## config.mk

```make
export PLATFORM = sky130hd
export DESIGN_NAME = vga_player_overlay
export DESIGN_NICKNAME = d
export VERILOG_FILES = /design/src/rtl/vga_player_overlay.sv
export SDC_FILE = /design/constraint.sdc
export NUM_CORES = 1
export LEC_CHECK = 0
export CORE_MARGIN = 2
export CORE_UTILIZATION = 30
export DETAILED_ROUTE_END_ITERATION = 7
export GPL_ROUTABILITY_DRIVEN = 1
export HOLD_SLACK_MARGIN = 0.08
export PLACE_DENSITY = 0.53
export SYNTH_ARGS = -nofsm -noshare
export SYNTH_HDL_FRONTEND = slang
export SYNTH_SLANG_ARGS = --single-unit
```

## constraint.sdc

```tcl
create_clock -name clock -period 4.39 [get_ports clock]
set_input_delay 0.878 -clock clock [delete_from_list [all_inputs] [get_ports clock]]
set_output_delay 0.878 -clock clock [all_outputs]
set_load 0.01 [all_outputs]
```

## src/rtl/vga_player_overlay.sv

```systemverilog
// vga_player_overlay
// Decides, for every incoming pixel coordinate, which layer owns the pixel
// (background, player 1 or player 2) and which colour index it shows. The
// two 128-bit player descriptors are latched into shadow registers at the
// start of vertical blank, so a frame is always drawn from one consistent
// snapshot.
//
// Descriptor layout (per player):
//   [127:112] x   [111:96] y   [95:80] w   [79:64] h
//   [8] hit flag  [9] facing-left  [7:0] colour  (all other bits ignored)
//
// Ports:
//   clock, reset       single clock, synchronous active-high reset
//   p1VGA, p2VGA       live player descriptors
//   vsync_start        one-cycle pulse: load shadows, advance frame counters
//   pix_valid/x/y      pixel coordinate in
//   out_valid          pix_valid delayed exactly 2 cycles
//   out_layer          0 = background, 1 = P1, 2 = P2
//   out_color          colour index, 0 for background or when not valid
//   frame_count        vsync_start pulses since reset (wraps)
//
// Handshake: valid-only streaming, no ready/back-pressure. A coordinate
// presented with pix_valid = 1 is accepted on that clock edge, and its result
// appears with out_valid = 1 exactly two edges later; outputs are 0 whenever
// out_valid = 0.
//
// Optional build macro OVERLAY_OUTLINE_EN: draws an 8'hFF outline on the top
// and bottom rows and on the facing-side column (left if facing-left, else
// right) of each player box. Undefined: plain descriptor colour everywhere.
module vga_player_overlay #(
  parameter int SCREEN_W     = 640,
  parameter int SCREEN_H     = 480,
  parameter int BLINK_PERIOD = 8,
  parameter int P1_ON_TOP    = 1
) (
  input  logic         clock,
  input  logic         reset,
  input  logic [127:0] p1VGA,
  input  logic [127:0] p2VGA,
  input  logic         vsync_start,
  input  logic         pix_valid,
  input  logic [9:0]   pix_x,
  input  logic [9:0]   pix_y,
  output logic         out_valid,
  output logic [1:0]   out_layer,
  output logic [7:0]   out_color,
  output logic [15:0]  frame_count
);

  localparam int BW = $clog2(BLINK_PERIOD);
  localparam logic [BW-1:0] BLINK_LAST = BW'(BLINK_PERIOD - 1);
  localparam logic [BW-1:0] BLINK_HALF = BW'(BLINK_PERIOD / 2);
  localparam logic [16:0]   SW17       = 17'(SCREEN_W);
  localparam logic [16:0]   SH17       = 17'(SCREEN_H);

  // Live descriptors as an array so both players share one code path.
  logic [127:0] live [2];
  assign live[0] = p1VGA;
  assign live[1] = p2VGA;

  logic unused_bits;
`ifdef OVERLAY_OUTLINE_EN
  assign unused_bits = ^{p1VGA[63:10], p2VGA[63:10]};
`else
  assign unused_bits = ^{p1VGA[63:9], p2VGA[63:9]};
`endif

  // Shadow copies: only the fields the overlay uses.
  logic [15:0] sh_x   [2];
  logic [15:0] sh_y   [2];
  logic [15:0] sh_w   [2];
  logic [15:0] sh_h   [2];
  logic [7:0]  sh_col [2];
  logic        sh_hit [2];
`ifdef OVERLAY_OUTLINE_EN
  logic        sh_face [2];
`endif
  logic [BW-1:0] blink_cnt;

  always_ff @(posedge clock) begin
    if (reset) begin
      for (int p = 0; p < 2; p++) begin
        sh_x[p]   <= '0;
        sh_y[p]   <= '0;
        sh_w[p]   <= '0;
        sh_h[p]   <= '0;
        sh_col[p] <= '0;
        sh_hit[p] <= 1'b0;
`ifdef OVERLAY_OUTLINE_EN
        sh_face[p] <= 1'b0;
`endif
      end
      blink_cnt   <= '0;
      frame_count <= '0;
    end else if (vsync_start) begin
      for (int p = 0; p < 2; p++) begin
        sh_x[p]   <= live[p][127:112];
        sh_y[p]   <= live[p][111:96];
        sh_w[p]   <= live[p][95:80];
        sh_h[p]   <= live[p][79:64];
        sh_col[p] <= live[p][7:0];
        sh_hit[p] <= live[p][8];
`ifdef OVERLAY_OUTLINE_EN
        sh_face[p] <= live[p][9];
`endif
      end
      blink_cnt   <= (blink_cnt == BLINK_LAST) ? '0 : blink_cnt + 1'b1;
      frame_count <= frame_count + 16'd1;
    end
  end

  // Stage 1 combinational hit test. All box arithmetic is 17 bits wide so
  // x+w / y+h never wrap; w = 0 or h = 0 yields an empty interval.
  logic [16:0] px, py;
  logic        on_screen;
  logic        fade;
  logic [16:0] x_end [2];
  logic [16:0] y_end [2];
  logic [1:0]  in_box;
  logic [1:0]  own;
  logic [7:0]  col [2];
`ifdef OVERLAY_OUTLINE_EN
  logic [1:0]  edge_lr;
  logic [1:0]  edge_tb;
`endif

  always_comb begin
    px        = {7'd0, pix_x};
    py        = {7'd0, pix_y};
    on_screen = (px < SW17) && (py < SH17);
    fade      = (blink_cnt >= BLINK_HALF);
    in_box    = '0;
    own       = '0;
`ifdef OVERLAY_OUTLINE_EN
    edge_lr   = '0;
    edge_tb   = '0;
`endif
    for (int p = 0; p < 2; p++) begin
      x_end[p]  = {1'b0, sh_x[p]} + {1'b0, sh_w[p]};
      y_end[p]  = {1'b0, sh_y[p]} + {1'b0, sh_h[p]};
      in_box[p] = on_screen &&
                  (px >= {1'b0, sh_x[p]}) && (px < x_end[p]) &&
                  (py >= {1'b0, sh_y[p]}) && (py < y_end[p]);
      // A hit player blinks: hidden during the second half of each cycle.
      own[p]    = in_box[p] && !(sh_hit[p] && fade);
      col[p]    = sh_col[p];
`ifdef OVERLAY_OUTLINE_EN
      edge_lr[p] = sh_face[p] ? (px == {1'b0, sh_x[p]})
                              : (px == x_end[p] - 17'd1);
      edge_tb[p] = (py == {1'b0, sh_y[p]}) || (py == y_end[p] - 17'd1);
      if (in_box[p] && (edge_lr[p] || edge_tb[p]))
        col[p] = 8'hFF;
`endif
    end
  end

  // Stage 1 registers. Ownership is gated by pix_valid so invalid slots carry
  // no ownership into stage 2 and the outputs fall to 0 naturally.
  logic       s1_valid;
  logic [1:0] s1_own;
  logic [7:0] s1_col [2];

  always_ff @(posedge clock) begin
    if (reset) begin
      s1_valid  <= 1'b0;
      s1_own    <= '0;
      s1_col[0] <= '0;
      s1_col[1] <= '0;
    end else begin
      s1_valid  <= pix_valid;
      s1_own    <= pix_valid ? own : 2'b00;
      s1_col[0] <= col[0];
      s1_col[1] <= col[1];
    end
  end

  // Stage 2: priority select.
  always_ff @(posedge clock) begin
    if (reset) begin
      out_valid <= 1'b0;
      out_layer <= 2'd0;
      out_color <= 8'd0;
    end else begin
      out_valid <= s1_valid;
      if (s1_own[0] && ((P1_ON_TOP != 0) || !s1_own[1])) begin
        out_layer <= 2'd1;
        out_color <= s1_col[0];
      end else if (s1_own[1]) begin
        out_layer <= 2'd2;
        out_color <= s1_col[1];
      end else begin
        out_layer <= 2'd0;
        out_color <= 8'd0;
      end
    end
  end

endmodule
```

## After elaboration in Yosys (flattened, before gate mapping)

Memories as Yosys holds them, arrays and structs flattened.
Index checks and enable logic that the tools add are counted.

- Bits in registers: 33
- RAM bits: 162
- Input port bits: 280
- Output and inout bits: 27
- Logic and storage cells: 90
- Memories: 7

Memory list:

| memory | depth | bits a word | read ports | clocked after memory_dff | wr ports | line | RTL |
|---|---|---|---|---|---|---|---|
| sh_h | 2 | 16 | 2 | 0 | 2 | 72 | `logic [15:0] sh_h [2];` |
| sh_w | 2 | 16 | 2 | 0 | 2 | 71 | `logic [15:0] sh_w [2];` |
| sh_x | 2 | 16 | 2 | 0 | 2 | 69 | `logic [15:0] sh_x [2];` |
| sh_y | 2 | 16 | 2 | 0 | 2 | 70 | `logic [15:0] sh_y [2];` |
| s1_col | 2 | 8 | 2 | 0 | 2 | 161 | `logic [7:0] s1_col [2];` |
| sh_col | 2 | 8 | 2 | 0 | 2 | 73 | `logic [7:0] sh_col [2];` |
| 1 more memories | -- | -- | -- | -- | -- | -- |  |

- Add/sub/neg operators: 6
- Order comparisons: 11
- Eq/ne operators: 1
- Muxes and demuxes: 25
- Bitwise gates (word level): 15
- Reduce and logical (&&, ||, !) cells: 17

Operators with widths:

| kind | number |
|---|---|
| 16-bit two-way mux | 8 |
| 16-bit by 16-bit adder with 17-bit output | 4 |
| 10-bit by 17-bit < comparator with 1-bit output | 4 |
| 10-bit by 16-bit >= comparator with 1-bit output | 4 |
| 8-bit two-way mux | 6 |
| 16-bit by 1-bit adder with 16-bit output (second input constant) | 1 |
| 1-bit OR | 14 |
| 1-bit logical AND | 13 |
| 10-bit < comparator (second input constant) | 1 |
| 10-bit by 9-bit < comparator with 1-bit output (second input constant) | 1 |
| 1-bit two-way mux | 9 |
| 2-bit OR reduction | 2 |
| 3-bit by 1-bit adder with 3-bit output (second input constant) | 1 |
| 3-bit equality test (second input constant) | 1 |
| 3-bit >= comparator (second input constant) | 1 |
| 3-bit two-way mux | 1 |
| 1-bit logical NOT | 2 |
| 2-bit two-way mux | 1 |
| 1-bit inverter | 1 |

## Longest topological paths before layout

Gate-level depths: netlist of run 1.

- Depth after elaboration: 7
- Mapped depth: 15
- Mapped depth without buffers: 15

## Least setup slack after synthesis of run 1

OpenSTA, ideal clock, no wires.

- Path type: in2reg
- From: in reset
- To: mem sh_col[0][0] (enable)
- Library setup time: 0.444 ns
- Data arrival time: 3.276 ns
- Data required time: 3.946 ns
- Path slack: 0.670 ns
- Cell stages on the path: 3
- Path buffers: 2
- Path through: clkbuf_1 -> buf_1 -> or2_2

RTL lines:

| what | line | RTL |
|---|---|---|
| from (decl) | 37 | `input logic reset,` |
| to (decl) | 73 |  |

==> results.yml, run 1 <==
status:
  outcome: "completed"
timing:
  hold_viol: 0
  fmax_mhz: 273
  slew_violations: 0
  fin_crit_ns: 3.66
  relSlewSlack: 0.236
  setup_viol: 0
  rsz0062_at_grt: "false"
  fin_ws_ns: 0.730
  final.hold.worst_slack_ns: 0.444
  skew_ns: 0.0133
  finalCritPeriodShare: 0.834
  worst_pin_slew_ns: 1.14
  fin_tns_setup_ns: 0
placed_design:
  place_ws_ns: 0.700
  port_buffers: 196
  placed_cell_area_um2: 14300
  hpwl_mm: 22.1
  place.gp.congestion: 0.812
synthesis:
  synth_top_family_by_area: "simple AND/OR/NAND/NOR gates"
  synth_edf_count: 146
  syn_nets: 1516
  synthCells: 1089
  yosysMostFrequentCell: "and2_1"
  synth-simple-area-share: 0.189
  yosys.area_share.adder: 0.159
  synth_commonest_cells: "and2_1, edfxtp_1, ha_1"
  yosys-mux-area-fraction: 0.00681
  yosys-top-cells-area: "edfxtp_1, ha_1, dfxtp_1"
  ys_types: 65
  ys_async_sr_fraction: 0
  yosysWarnings: 0
  synthFlopType: "edfxtp_1"
  yosysTopAreaCell: "edfxtp_1"
  synth-compound-area-share: 0.128
  syn_avg_cell_area_um2: 10.8
  synth-xor-area-share: 0.0357
  synth_top_area_share: 0.373
  ys_ff_latch: 195
  yosysSeqAreaShare: 0.456
  syn-cell-area_um2: 11800
worst_setup_path:
  start_kind: "flip-flop"
  worst-setup-path-type: "reg -> reg"
  end_kind: "flip-flop"
  crit_path_max_incr_delay_ns: 0.42
  cp.required_ns: 4.71
  cp_num_cells: 15
  path_cells: "ha_1, fa_1, a21oi_1, nand4b_1, nand3_1, nand3_1, nand2_1, ha_1, and4_1, o31a_1, o221ai_1, a2111oi_0, nand4b_1, a21oi_1, a311oi_1"
  path_buf_inv: 0
  worstPathArrival_ns: 3.98
  r2r_cells: 15
  crit_slowest_cell: "a2111oi_0"
  crit_fanout: 5
  cpLargestDelayFamily: "compound AO/OA/AOI/OAI gates"
pwr:
  p_comb_frac: 0.225
  peakVddDrop_mv: 0.219
  clockPowerShare: 0.337
  p_seq_frac: 0.438
  p_sw_frac: 0.291
  p_leak_nw: 6.14
  switchingPower_mw: 1.45
  intPower_mw: 3.53
  pwr_density_cell_nw_per_um2: 333
global_routing:
  gr-total-overflow: 0
  use_met2: 0.239
  grt_pass1_wl_mm: 45.6
  antenna_found_initial: 4
  grt-busiest-layer: "met2"
  grt_pass1_vias: 8536
  grt_util_all_layers: 0.144
  grtUsageMet1: 0.186
  grt_start_max_net_pins: 95
  grtUsageMet3: 0.0327
route:
  wl_per_cell_um: 16.0
  wl_mm: 29.1
  drt_iter0_drc: 352
  via_per_inst: 4.73
  dr.pass1.iters: 5
  drc: 0
  ant_nets: 0
  routed-via-count: 8588
floorplanning:
  rows: 72
  die_w_um: 202
  start_util: 0.304
  core_um2: 38600
  die_h_um: 202
  dieArea_um2: 40800
  io_pins: 307
min_path:
  whs_path_depth: 1
  min_path_type: "reg -> reg"
cells_and_area:
  drive_gt1_frac: 0.0416
  final_cell_area_um2: 15000
  final_nets: 1711
  syn_to_final_growth_pct: 27.3
cts:
  cts-hold-fix-buffers: 0
  clock-sinks: 195
  cts_tree: "yes"
  numCtsBuffers: 17
  clk_latency_ns: 0.46
  root_buffer: "clkbuf_16"
  cts_resized: 0
  cts-htree-levels: 4
  path_clk_slew_ns: 0.08
  cts_setup_buffers: 0
  cts.path.max_buffers: 2
run:
  drv_cap: 0
==> through the flow <==
| stage | utilization | power, mW | instances |
|---|---|---|---|
| 2_1_floorplan | - | 2.96 | 1089 |
| 3_3_place_gp | 0.371 | 3.33 | 1783 |
| 3_5_place_dp | 0.371 | 3.35 | 1783 |
| 4_1_cts | 0.387 | 5.06 | 1815 |
| 5_1_grt | 0.388 | 5.28 | 1816 |
| 6_report | 0.388 | 4.98 | 1816 |
==> flip-flops by register name, summed over array words and instances (netlist names) <==
register,cells
blink_cnt,3
frame_count,16
out_color,8
out_layer,2
out_valid,1
s1_col,16
s1_own,2
s1_valid,1
sh_col,16
sh_h,32
sh_hit,2
sh_w,32
sh_x,32
sh_y,32
==> layout make-up <==
| type | instances | area, um^2 |
|---|---|---|
| clock buffers | 19 | 454 |
| fillers | 3842 | 23700 |
| flip-flops and latches | 195 | 5370 |
| diodes | 1 | 2.50 |
| multi-input cells | 815 | 6100 |
| clock inverters | 13 | 174 |
| inverters | 53 | 199 |
| repair buffers | 202 | 2030 |
| well taps | 518 | 648 |
==> power groups by stage <==
stage | clock (mW) | combinational [mW] | sequential [mW]
floorplan | 0 | 0.760 | 2.20
global placement | 0 | 1.11 | 2.22
detailed placement | 0 | 1.12 | 2.23
CTS | 1.74 | 1.14 | 2.18
global route | 1.80 | 1.28 | 2.20
finish | 1.68 | 1.12 | 2.18
==> metal layers <==
metal	wire [um]	up-vias
li1	-	4371
met1	13800	4043
met2	13700	151
met3	1210	21
met4	400	2
met5	12	-
==> worst reg2reg max path: stages (launching register included) <==
cell	delay [ns]
edfxtp_1	0.40
ha_1	0.26
fa_1	0.42
a21oi_1	0.17
nand4b_1	0.17
nand3_1	0.20
nand3_1	0.18
nand2_1	0.08
ha_1	0.30
and4_1	0.21
o31a_1	0.18
o221ai_1	0.13
a2111oi_0	0.42
nand4b_1	0.16
a21oi_1	0.16
a311oi_1	0.09
==> cell usage in the layout, fill, tap and decap left out, types with 18 or more instances in the layout <==
cell type        synthesis  routed
ha_1                   143     143
nor2b_1                 27      26
dfxtp_1                 49      49
o21ai_0                 40      40
nand2b_1                18      18
nand2_1                 40      40
a21oi_1                 56      56
inv_1                   52      52
a21o_1                  29      29
xor2_1                  32      32
nor2_1                  54      54
clkbuf_16                0      18
edfxtp_1               146     146
clkdlybuf4s50_1          0     196
and2_1                 148     148
==> worst paths after layout <==
check                       startpoint              endpoint  slack, ns
max          sh_y[0][16]$_SDFFCE_PN0P_  s1_own[1]$_SDFF_PP0_       0.73
min                s1_valid$_SDFF_PP0_  out_valid$_SDFF_PP0_       0.44
max reg2reg  sh_y[0][16]$_SDFFCE_PN0P_  s1_own[1]$_SDFF_PP0_       0.73
min reg2reg        s1_valid$_SDFF_PP0_  out_valid$_SDFF_PP0_       0.44
==> cell families (layout without fill, tap and decap cells) <==
| group | after synthesis | count (layout) |
|---|---|---|
| buf+inv | 79 | 287 |
| simple gates | 391 | 391 |
| mux | 8 | 8 |
| xor+xnor | 48 | 48 |
| fa+ha+maj | 147 | 147 |
| other cells | 0 | 1 |
| flops | 195 | 195 |
| compound gates | 221 | 221 |
Power figures use the tool's default switching activity.
==> inputs of run 2 (changes only) <==
- clock period: 4.39 -> 3.7 ns (I/O delays scaled with it)
==> results.yml, run 2 (synthesized netlist as in run 1, its figures left out) <==
timing:
  finalCritPeriodShare: 0.945
  slew_violations: 0
  fin_ws_ns: 0.205
  worst_pin_slew_ns: 1.20
  fin_crit_ns: 3.49
  skew_ns: 0.00887
  relSlewSlack: 0.196
  setup_viol: 0
  hold_viol: 0
  fmax_mhz: 286
worst_setup_path:
  cpLargestDelayFamily: "compound AO/OA/AOI/OAI gates"
  crit_path_max_incr_delay_ns: 0.41
  end_kind: "flip-flop"
  worst-setup-path-type: "reg -> reg"
  path_cells: "ha_1, fa_1, a21oi_1, nand4b_1, nand3_1, nand3_1, nand2_1, ha_1, and4_1, o31a_1, o221ai_1, a2111oi_2, nand4b_1, a21oi_1, a311oi_1"
  worstPathArrival_ns: 3.81
  crit_slowest_cell: "edfxtp_1"
  start_kind: "flip-flop"
  crit_fanout: 3
  path_buf_inv: 0
  cp.required_ns: 4.02
cts:
  cts-htree-levels: 4
  cts-hold-fix-buffers: 0
  root_buffer: "clkbuf_16"
  clk_latency_ns: 0.45
  clock-sinks: 195
  cts.path.max_buffers: 2
  cts_tree: "yes"
  numCtsBuffers: 17
  path_clk_slew_ns: 0.08
pwr:
  pwr_density_cell_nw_per_um2: 387
  p_leak_nw: 6.18
  peakVddDrop_mv: 0.279
  fin_total_pwr_mw: 5.85
route:
  wl_per_cell_um: 15.8
  ant_nets: 0
  via_per_inst: 4.69
  routed-via-count: 8551
  wl_mm: 28.8
  dr.pass1.iters: 4
  drc: 0
  drt_iter0_drc: 340
cells_and_area:
  syn_to_final_growth_pct: 28.4
  final_common_cell: "clkdlybuf4s50_1"
  final_cell_area_um2: 15100
  final_cell_mix: "clkdlybuf4s50_1, and2_1, edfxtp_1, ha_1, a21oi_1"
  final_nets: 1717
  drive_gt1_frac: 0.0545
min_path:
  min_path_type: "reg -> reg"
global_routing:
  grt_pass1_vias: 8595
  gr-total-overflow: 0
  antenna_found_initial: 3
  grt_pass1_wl_mm: 45.7
  grt_start_max_net_pins: 94
  grt_util_all_layers: 0.143
status:
  outcome: "completed"
floorplanning:
  die_h_um: 202
  die_w_um: 202
  start_util: 0.304
  dieArea_um2: 40800
  io_pins: 307
  core_um2: 38600
  rows: 72
placed_design:
  hpwl_mm: 22.2
  placed_cell_area_um2: 14400
  place.gp.congestion: 0.813
  place_ws_ns: -0.0393
  port_buffers: 196
run:
  drv_cap: 0
## run 2: cell types whose count changed in the layout (fill, tap and decap cells not counted), moves of 2 or more
cell	before	now
a2111oi_0	4	1
a2111oi_2	0	3
a211oi_1	9	7
a211oi_2	2	4
buf_12	2	4
buf_4	4	8
o21ai_0	40	36
o21ai_1	1	5
## run 2: path summary, 6_finish.rpt
kind	from	end	slack [ns]	cells past startpoint
worst max-delay path	sh_y[0][16]$_SDFFCE_PN0P_	s1_own[1]$_SDFF_PP0_	0.21	15
worst max register to register	sh_y[0][16]$_SDFFCE_PN0P_	s1_own[1]$_SDFF_PP0_	0.21	15
worst min-delay path	s1_valid$_SDFF_PP0_	out_valid$_SDFF_PP0_	0.44	1
worst min register to register	s1_valid$_SDFF_PP0_	out_valid$_SDFF_PP0_	0.44	1
## run 2: layout make-up
type,count,area [um^2]
Timing Repair Buffer,208,2100
Clock inverter,13,160
Tap cell,518,648
Clock buffer,19,443
Inverter,53,199
Sequential cell,195,5370
Antenna cell,1,2.50
Fill cell,3793,23600
Multi-Input combinational cell,815,6180
## run 2: report_power, final
part	switching (mW)	total, mW	internal, mW
sequential	0.0792	2.59	2.51
clock	0.953	1.88	0.932
combinational	0.685	1.37	0.690
total	1.72	5.85	4.13
## run 2: per-layer routing
layer  routed length, um  vias up  GRT usage
met5                  21        -          0
met4                 402        4     0.0391
met3                1190       27     0.0339
met2               13800      157      0.242
met1               13400     3976      0.184
li1                    -     4387          -
## run 2: per-stage QoR
| step | cells | setup TNS [ns] | hold slack [ns] | utilization |
|---|---|---|---|---|
| 2_1_floorplan | 1089 | 0 | 0.414 | - |
| 3_3_place_gp | 1788 | -0.0566 | 0.426 | 0.373 |
| 3_5_place_dp | 1788 | -0.0393 | 0.426 | 0.373 |
| 4_1_cts | 1820 | 0 | 0.444 | 0.389 |
| 5_1_grt | 1821 | -0.0311 | 0.463 | 0.391 |
| 6_report | 1822 | 0 | 0.438 | 0.391 |
## run 2: repair_timing
action / in CTS / in global routing
cloned: 0 / 0
setup endpoints to repair: 1 / 2
buffers inserted: 0 / 1
pin swaps: 0 / 1
hold endpoints to repair: 0 / 0
gates resized for setup: 2 / 16
